--- config.mk ---
export PLATFORM = sky130hd
export DESIGN_NAME = conv_tile_sched
export DESIGN_NICKNAME = d
export VERILOG_FILES = /design/src/rtl/conv_tile_sched.sv
export SDC_FILE = /design/constraint.sdc
export NUM_CORES = 1
export LEC_CHECK = 0
export ABC_AREA = 1
export CORE_MARGIN = 1
export CORE_UTILIZATION = 50
export CTS_CLUSTER_SIZE = 28
export DETAILED_ROUTE_END_ITERATION = 16
export GPL_ROUTABILITY_DRIVEN = 1
export PLACE_DENSITY_LB_ADDON = 0.3
export SLEW_MARGIN = 5
export SYNTH_ARGS = -nofsm -noshare
export SYNTH_HDL_FRONTEND = slang
export SYNTH_SLANG_ARGS = --single-unit
--- constraint.sdc ---
create_clock -name clk -period 3.1 [get_ports clk]
set_clock_uncertainty 0.15 [all_clocks]
set_input_delay 0.62 -clock clk [delete_from_list [all_inputs] [get_ports clk]]
set_output_delay 0.62 -clock clk [all_outputs]
set_load 0.02 [all_outputs]
--- src/rtl/conv_tile_sched.sv ---
// ---------------------------------------------------------------------------
// conv_tile_sched
//
// Tile-loop scheduler for the convolution accelerator. It walks the output
// tiles (m outermost, then row, then col) and, inside each output tile, the
// input-channel tiles (n innermost). For every n-tile it runs one load and one
// compute. After the last n-tile of an output tile it runs one store. The
// engines are driven through start/done pulse handshakes. The scheduler runs
// once per layer, from a start pulse to a task_done pulse.
//
// Ports:
//   clk, rst                 clock and synchronous active-high reset
//   start                    layer start pulse (ignored while busy)
//   load_start / load_done   load engine handshake (in_fm + weights)
//   comp_start / comp_done   compute engine handshake (one n-tile)
//   store_start / store_done store engine handshake (out_fm tile)
//   tile_base_*              origin of the current tile (m, row, col, n)
//   tile_len_*               edge-clipped extent of the current tile
//   tile_first_n             current n-tile is the first (accumulator clears)
//   tile_last_n              current n-tile is the last (store follows)
//   busy                     from the cycle after start through task_done
//   task_done                one-cycle pulse when the layer is finished
// ---------------------------------------------------------------------------
module conv_tile_sched #(
    parameter int CW = 8,
    parameter int M  = 32,
    parameter int R  = 32,
    parameter int C  = 32,
    parameter int N  = 32,
    parameter int Tm = 8,
    parameter int Tr = 8,
    parameter int Tc = 8,
    parameter int Tn = 8
) (
    input  logic          clk,
    input  logic          rst,
    input  logic          start,
    output logic          load_start,
    input  logic          load_done,
    output logic          comp_start,
    input  logic          comp_done,
    output logic          store_start,
    input  logic          store_done,
    output logic [CW-1:0] tile_base_m,
    output logic [CW-1:0] tile_base_row,
    output logic [CW-1:0] tile_base_col,
    output logic [CW-1:0] tile_base_n,
    output logic [CW-1:0] tile_len_m,
    output logic [CW-1:0] tile_len_row,
    output logic [CW-1:0] tile_len_col,
    output logic [CW-1:0] tile_len_n,
    output logic          tile_first_n,
    output logic          tile_last_n,
    output logic          busy,
    output logic          task_done
);

    typedef enum logic [2:0] {IDLE, LOAD, COMP, STORE, FIN} state_t;

    // Limits and tile sizes are carried one bit wider than the bases so
    // that base + tile never overflows.
    localparam logic [CW:0] LIM_M = (CW+1)'(M);
    localparam logic [CW:0] LIM_R = (CW+1)'(R);
    localparam logic [CW:0] LIM_C = (CW+1)'(C);
    localparam logic [CW:0] LIM_N = (CW+1)'(N);
    localparam logic [CW:0] T_M   = (CW+1)'(Tm);
    localparam logic [CW:0] T_R   = (CW+1)'(Tr);
    localparam logic [CW:0] T_C   = (CW+1)'(Tc);
    localparam logic [CW:0] T_N   = (CW+1)'(Tn);

    state_t        state;
    state_t        state_nxt;
    logic [CW-1:0] nb_m, nb_row, nb_col, nb_n;
    logic          nx_load_start, nx_comp_start, nx_store_start;
    logic          nx_busy, nx_task_done;
    logic          wrap_m, wrap_row, wrap_col, last_tile;

    // Extent of a tile at the given base, clipped at the layer edge.
    function automatic logic [CW-1:0] clip_len(input logic [CW-1:0] base,
                                               input logic [CW:0]   tile,
                                               input logic [CW:0]   lim);
        logic [CW:0] ext;
        ext = {1'b0, base};
        return (ext + tile > lim) ? CW'(lim - ext) : CW'(tile);
    endfunction

    // True when stepping this base by its tile would leave the layer.
    function automatic logic wraps(input logic [CW-1:0] base,
                                   input logic [CW:0]   tile,
                                   input logic [CW:0]   lim);
        return ({1'b0, base} + tile) >= lim;
    endfunction

    // The last output tile is where the m, row and col loops all wrap at once.
    always_comb begin
        wrap_m    = wraps(tile_base_m,   T_M, LIM_M);
        wrap_row  = wraps(tile_base_row, T_R, LIM_R);
        wrap_col  = wraps(tile_base_col, T_C, LIM_C);
        last_tile = wrap_m & wrap_row & wrap_col;
    end

    // State register plus all registered outputs. The lengths and n-flags
    // are derived from the bases that are being loaded, so they are valid
    // in the same cycle as the new bases and the following start pulse.
    always_ff @(posedge clk) begin
        if (rst) begin
            state         <= IDLE;
            tile_base_m   <= '0;
            tile_base_row <= '0;
            tile_base_col <= '0;
            tile_base_n   <= '0;
            tile_len_m    <= clip_len('0, T_M, LIM_M);
            tile_len_row  <= clip_len('0, T_R, LIM_R);
            tile_len_col  <= clip_len('0, T_C, LIM_C);
            tile_len_n    <= clip_len('0, T_N, LIM_N);
            tile_first_n  <= 1'b1;
            tile_last_n   <= wraps('0, T_N, LIM_N);
            load_start    <= 1'b0;
            comp_start    <= 1'b0;
            store_start   <= 1'b0;
            busy          <= 1'b0;
            task_done     <= 1'b0;
        end else begin
            state         <= state_nxt;
            tile_base_m   <= nb_m;
            tile_base_row <= nb_row;
            tile_base_col <= nb_col;
            tile_base_n   <= nb_n;
            tile_len_m    <= clip_len(nb_m,   T_M, LIM_M);
            tile_len_row  <= clip_len(nb_row, T_R, LIM_R);
            tile_len_col  <= clip_len(nb_col, T_C, LIM_C);
            tile_len_n    <= clip_len(nb_n,   T_N, LIM_N);
            tile_first_n  <= (nb_n == '0);
            tile_last_n   <= wraps(nb_n, T_N, LIM_N);
            load_start    <= nx_load_start;
            comp_start    <= nx_comp_start;
            store_start   <= nx_store_start;
            busy          <= nx_busy;
            task_done     <= nx_task_done;
        end
    end

    // Next-state logic. Each state only listens to its own done pulse, so
    // done pulses arriving in any other state fall through unnoticed.
    always_comb begin
        state_nxt = state;
        case (state)
            IDLE:    if (start)      state_nxt = LOAD;
            LOAD:    if (load_done)  state_nxt = COMP;
            COMP:    if (comp_done)  state_nxt = tile_last_n ? STORE : LOAD;
            STORE:   if (store_done) state_nxt = last_tile ? FIN : LOAD;
            FIN:                     state_nxt = IDLE;
            default:                 state_nxt = IDLE;
        endcase
    end

    // Output logic: computes the values the output registers take on the
    // next edge. Start pulses are issued on the edge that enters a state,
    // together with any base advance, so each pulse lasts one cycle.
    // The output-tile advance is a col-innermost odometer with m outermost.
    always_comb begin
        nb_m           = tile_base_m;
        nb_row         = tile_base_row;
        nb_col         = tile_base_col;
        nb_n           = tile_base_n;
        nx_load_start  = 1'b0;
        nx_comp_start  = 1'b0;
        nx_store_start = 1'b0;
        nx_task_done   = 1'b0;
        nx_busy        = busy;
        case (state)
            IDLE: begin
                if (start) begin
                    nb_m          = '0;
                    nb_row        = '0;
                    nb_col        = '0;
                    nb_n          = '0;
                    nx_load_start = 1'b1;
                    nx_busy       = 1'b1;
                end
            end
            LOAD: begin
                if (load_done) nx_comp_start = 1'b1;
            end
            COMP: begin
                if (comp_done) begin
                    if (!tile_last_n) begin
                        nb_n          = CW'({1'b0, tile_base_n} + T_N);
                        nx_load_start = 1'b1;
                    end else begin
                        nx_store_start = 1'b1;
                    end
                end
            end
            STORE: begin
                if (store_done) begin
                    if (last_tile) begin
                        nx_task_done = 1'b1;
                    end else begin
                        nb_n          = '0;
                        nx_load_start = 1'b1;
                        if (!wrap_col) begin
                            nb_col = CW'({1'b0, tile_base_col} + T_C);
                        end else begin
                            nb_col = '0;
                            if (!wrap_row) begin
                                nb_row = CW'({1'b0, tile_base_row} + T_R);
                            end else begin
                                nb_row = '0;
                                nb_m   = CW'({1'b0, tile_base_m} + T_M);
                            end
                        end
                    end
                end
            end
            FIN: begin
                nb_m    = '0;
                nb_row  = '0;
                nb_col  = '0;
                nb_n    = '0;
                nx_busy = 1'b0;
            end
            default: begin
                nx_busy = 1'b0;
            end
        endcase
    end

endmodule

==> metrics, run 1 <==
commonest cells in the netlist nand2_1 (114), nor2_1 (84), dfxtp_1 (74); Core ar. 6940 um^2; Max IR drop VDD 0.441 mV; Clock Sinks 74; ys async rst share 0%; buffers plus inverters on the worst setup path 1; switch share 29.6%; vias in the first global route 3178; post-DP HPWL 6000 um; Initial Util 52.8%; clk slew on worst S/H paths 80 ps; Layout Nets 611; synth-to-layout area growth 31.1%; outcome completed; Clock Tree Buf Depth 2; Max Freq 0.352 GHz; global-route wire length before repair 13900 um; Most common cell on crit path nand2_1; Die Width 87.6 um; full die area 7680 um^2; Final setup viols 0; final worst-path cycle share 91.5%; top cell type by total area after synthesis dfxtp_1; Setup TNS 0 ps; LEAKAGE 2.13 nW; Yosys warning total 0; largest net degree at the start of global routing 42; max_cap viols 0; layout cells sized above 1 12.4%; global-route usage over all layers 23.1%; clock share of power 37.7%; std cell rows 30; via count 3369; Synth cell types 37; Post-CTS Repair Setup Buffers 0; Remaining Overflow, GRT 0; Resize count post-CTS 0; synthesized flop and latch total 74; Max Slew Vio Count 0; Worst slew margin 63.2%; CTS tree built; Top delay family on crit path simple AND/OR/NAND/NOR gates; syn_area_per_cell 7.26 um^2; average wire per standard cell 11.6 um; top_reg_cell synth dfxtp_1; H-tree lvl count 3; Tmin final 2840 ps; Post-Route WL 8050 um; main area contributors after synthesis dfxtp_1 (40%), nand2_1 (12%), nor2_1 (8.6%); Iter 0 DRT Violations 169; power share of the combinational group 20.7%; Power per Cell Area 504 nW/um^2; sequential fraction of the synthesis area 40.4%; top-level port count 77; internal power 1.71 mW; router iterations before antenna repair 4; critical path's slowest cell dfxtp_1; Setup WS post-layout 263 ps; drt via density 4.86; WS Path Type flop to flop; Die H 87.6 um; PortBufs 76; Worst Path Required 3180 ps; gate count after technology mapping 505; worst slew pin tran 549 ps; CTS root buffer clkbuf_8; arrival time at the worst endpoint 2920 ps; Post-Syn Area 3670 um^2; EDFF count, synth 0; pre-CTS worst setup slack 79.8 ps; diodes inserted 0; Syn Nets 524; hold-fix buffers at CTS 0; Hold Crit Class flop to flop; cell with the most instances after synthesis nand2_1; Final Hold Fails 0; number of CTS-inserted buffers 9; critical path's largest stage delay 450 ps; net switching power figure 0.717 mW; GPL Wtd Cong 0.839; crit path cell chain ha_1 -> nand2_1 -> nand2_1 -> nand3_1 -> nor2_1 -> nand3_2 -> nand2_4 -> nand2_2 -> nand2_4 -> inv_2 -> ha_1 -> nor3_1 -> nand2_1 -> nand2_1 -> nand4_2 -> nand2_2 -> nor2_1; RSZ-0062 raised after global routing no; register share of total power 41.6%; initial antenna violation count 0; Worst setup SP type flop; Synth top area share 40.4%; Clk Latency, worst-skew pair 330 ps; critical path capture point type flop; DRT antenna net count 0; crit-path max FO 6; DRC 0
==> flip-flops by register name, summed over array words and instances (netlist names) <==
signal and flops:
tile_last_n 1, tile_len_row 8, tile_first_n 1, task_done 1, tile_len_m 8, store_start 1, busy 1, state 3
tile_base_m 8, tile_base_col 8, tile_base_n 8, tile_len_col 8, comp_start 1, load_start 1, tile_len_n 8, tile_base_row 8
==> metrics by stage <==
step	total power, mW	cells	instance area, um^2	hold slack [ps]	utilization [%]
floorplan	1.40	505	3670	358	-
global route	2.55	693	4810	381	69.2
global placement	1.51	677	4560	326	65.6
finish	2.42	693	4810	351	69.2
CTS	2.44	693	4810	356	69.2
detailed placement	1.53	677	4560	341	65.6
==> routing by layer <==
layer	track usage (%)	wire, um
met1	27.5	3630
met2	40.8	3960
met3	4.24	314
met4	9.99	140
met5	0	0
==> power by group through the flow <==
| stage | sequential, mW | combinational (mW) | clock (mW) |
|---|---|---|---|
| after floorplan | 1.05 | 0.351 | 0 |
| after global routing | 1.01 | 0.559 | 0.979 |
| after CTS | 1.01 | 0.500 | 0.933 |
| final | 1.01 | 0.501 | 0.914 |
| after global placement | 1.03 | 0.485 | 0 |
| after detailed placement | 1.03 | 0.496 | 0 |
==> final timing paths <==
path	end	cells after the start	from	slack, ps
max	tile_len_m[5]	17	tile_base_m[3]	260
min	tile_base_col[1]	2	tile_base_col[1]	350
max reg2reg	tile_len_m[5]	17	tile_base_m[3]	260
min reg2reg	tile_base_col[1]	2	tile_base_col[1]	350
==> cell type report <==
type                    instances  area (um^2)
fillers                       576         2140
multi-input cells             350         1870
flip-flops and latches         74         1480
repair buffers                 81          798
inverters                      76          287
clock buffers                  10          138
well taps                      96          120
clock inverters                 6          114
==> worst register-to-register path, stage by stage (launching register included) <==
cell     delay [ps]
dfxtp_1         450
ha_1            260
nand2_1          70
nand2_1         140
nand3_1          90
nor2_1          150
nand3_2         130
nand2_4         130
nand2_2          70
nand2_4         100
inv_2            50
ha_1            280
nor3_1          170
nand2_1          80
nand2_1          80
nand4_2         140
nand2_2         140
nor2_1           60
==> cells by family after synthesis <==
kind of cell,share of synthesized area (%)
compound gates,7.68
xor+xnor,2.15
fa+ha+maj,4.44
buf+inv,8.60
flops,40.4
simple gates,36.7
==> placed cells by master (no fill, tap or decap), types with 4 or more instances in the layout <==
cell	netlist	routed
a21oi_1	11	11
clkdlybuf4s50_1	0	76
dfxtp_1	74	74
o21ai_0	12	12
nor2_1	84	84
buf_4	0	5
nand2_2	12	12
nor2_2	6	6
xor2_1	6	6
inv_1	68	68
nand2_1	114	114
nor3_1	8	8
inv_2	6	6
clkbuf_8	1	10
ha_1	13	13
nand3b_1	4	4
o21ai_2	5	5
nand2_4	7	7
nand3_1	35	35
nor2_4	4	4
nand4_1	6	6
Power figures use the tool's default switching activity.
==> inputs of run 2 (changes only) <==
Settings changed: CTS_CLUSTER_SIZE 28 to 10.
==> results of run 2 <==
The final DEF is identical to that of run 1; final timing and power are the same.
==> RTL change: new RTL, settings of run 1 <==
Set the parameter `CW` to 4 (it was 8).
--- a/src/rtl/conv_tile_sched.sv
+++ b/src/rtl/conv_tile_sched.sv
@@ -22,7 +22,7 @@
 //   task_done                one-cycle pulse when the layer is finished
 // ---------------------------------------------------------------------------
 module conv_tile_sched #(
-    parameter int CW = 8,
+    parameter int CW = 4,
     parameter int M  = 32,
     parameter int R  = 32,
     parameter int C  = 32,
Ports: changed (8 resized); port bits go from 77 to 45. The function was not compared with the original's and may differ.
==> RTL change against run 1 <==
  * Global-route usage is 1.2 points lower
  * Final area fell by 59%
  * Routed wire length decreased by 66%
  * Setup slack better by 0.70 ns
  * Synthesized area down 62%
  * Sequential cell count fell by 33
  * Total power fell by 53%
  * Final cell count is 65% lower
==> RTL change: results (changes against run 1) <==
- DR iter-0 viols: 14 (-92%)
- Routed wire per std cell: 11.5 um (-1.2%)
- Yosys cell types: 22 (-41%)
- Crit-path max FO: 3 (-3)
- Commonest cells in the netlist: dfxtp_1 (41), nor2_1 (39), nand2_1 (26), inv_1 (14), o21ai_0 (8)
- Crit path max-delay family: buffers and inverters
- Reg2reg end: tile_len_n[2]
- Compound-Gate Fraction of Synth Area: 0.0908 (+0.0140)
- Worst r2r path cells: 7 (-10)
- # fillers: 187 (-68%)
- Synth Area in XOR/XNOR: 0 (-0.0215)
- Worst path max stage delay: 0.62 ns (+0.17 ns)
- Port buffer count: 43 (-43%)
- Post-Syn Nets: 174 (-67%)
- Worst Setup EP: tile_base_n[2]
- Met1 Track Usage GR: 0.232 (-0.0429)
- Met2 usage: 0.382 (-0.0269)
- Pre-CTS WS: 0.787 ns (+0.707 ns)
- Synth area leaders: dfxtp_1 (58%), nor2_1 (10%), nand2_1 (6.9%)
- R2R Path Start: state[1]
- Final net count: 220 (-64%)
- Dpl cell area: 1850 um2 (-59%)
- Critical path origin: tile_base_n[2]
- Worst-path clk slew: 0.11 ns (+0.03 ns)
- First-pass GRT wire length: 4600 um (-67%)
- HPWL Detailed: 1990 um (-67%)
- Sequential area share after synthesis: 0.584 (+0.180)
- Root Driver: clkbuf_4
- Share of cells above drive strength 1: 0.0664 (-0.0576)
- Worst vdd ir: 0.575 mV (+30%)
- M3 GR Usage: 0.0765 (+0.0341)
- Clk Latency, worst-skew pair: 0.35 ns (+0.02 ns)
- # H-tree levels: 2 (-1)
- Status: completed
- Post-Synth Adder-Cell Area: 0.0356 (-0.00875)
- Gr usage total: 0.220 (-0.0116)
- Total CTS buffers: 5 (-4)
- Routed vias: 1184 (-65%)
==> RTL change: changes by cell type in the layout (fill, tap and decap cells not counted), moves of 7 or more <==
cell	before	now
nand2_1	114	26
inv_1	68	14
nor2_1	84	39
clkdlybuf4s50_1	76	43
dfxtp_1	74	41
nand3_1	35	4
nand2_2	12	1
clkbuf_8	10	0
ha_1	13	4
nand2_4	7	0
==> RTL change: report_power, final <==
part	internal, mW	switching (mW)	leakage (nW)
clock	0.250	0.169	0.0552
combinational	0.0591	0.0967	0.399
sequential	0.543	0.0146	0.331
==> RTL change: area by class of cell <==
type                       instances  area share
sequential                        41       0.421
tap                               30      0.0192
inverter                          14      0.0269
multi-input combinational        103       0.253
timing repair buffer              45       0.228
clock inverter                     3      0.0333
clock buffer                       5      0.0192
==> RTL change: cell families (layout without fill, tap and decap cells) <==
kind of cell,after synthesis,in the layout
compound gates,21,21
flops,41,41
fa+ha+maj,4,4
buf+inv,20,67
simple gates,77,77
other cells,1,1
==> RTL change: how the worst min path moves through the flow <==
stage | to | depth (start not counted) | start | slack [ns]
6_report | busy | 2 | busy | 0.31
5_1_grt | busy | 2 | busy | 0.34
4_1_cts | busy | 2 | busy | 0.31
3_5_place_dp | busy | 2 | busy | 0.29
3_3_place_gp | busy | 2 | busy | 0.29
2_1_floorplan | store_start | 2 | state[1] | 0.34
==> RTL change: layer usage <==
layer | wire [um] | vias up
met5 | 0 | -
met1 | 1160 | 525
li1 | - | 603
met4 | 84 | 0
met3 | 154 | 11
met2 | 1370 | 45
==> RTL change: stage by stage <==
step,cells,utilization,total power [mW]
5_1_grt,241,0.760,1.19
2_1_floorplan,164,-,0.687
3_3_place_gp,233,0.720,0.717
6_report,241,0.760,1.13
4_1_cts,241,0.760,1.14
3_5_place_dp,233,0.720,0.724
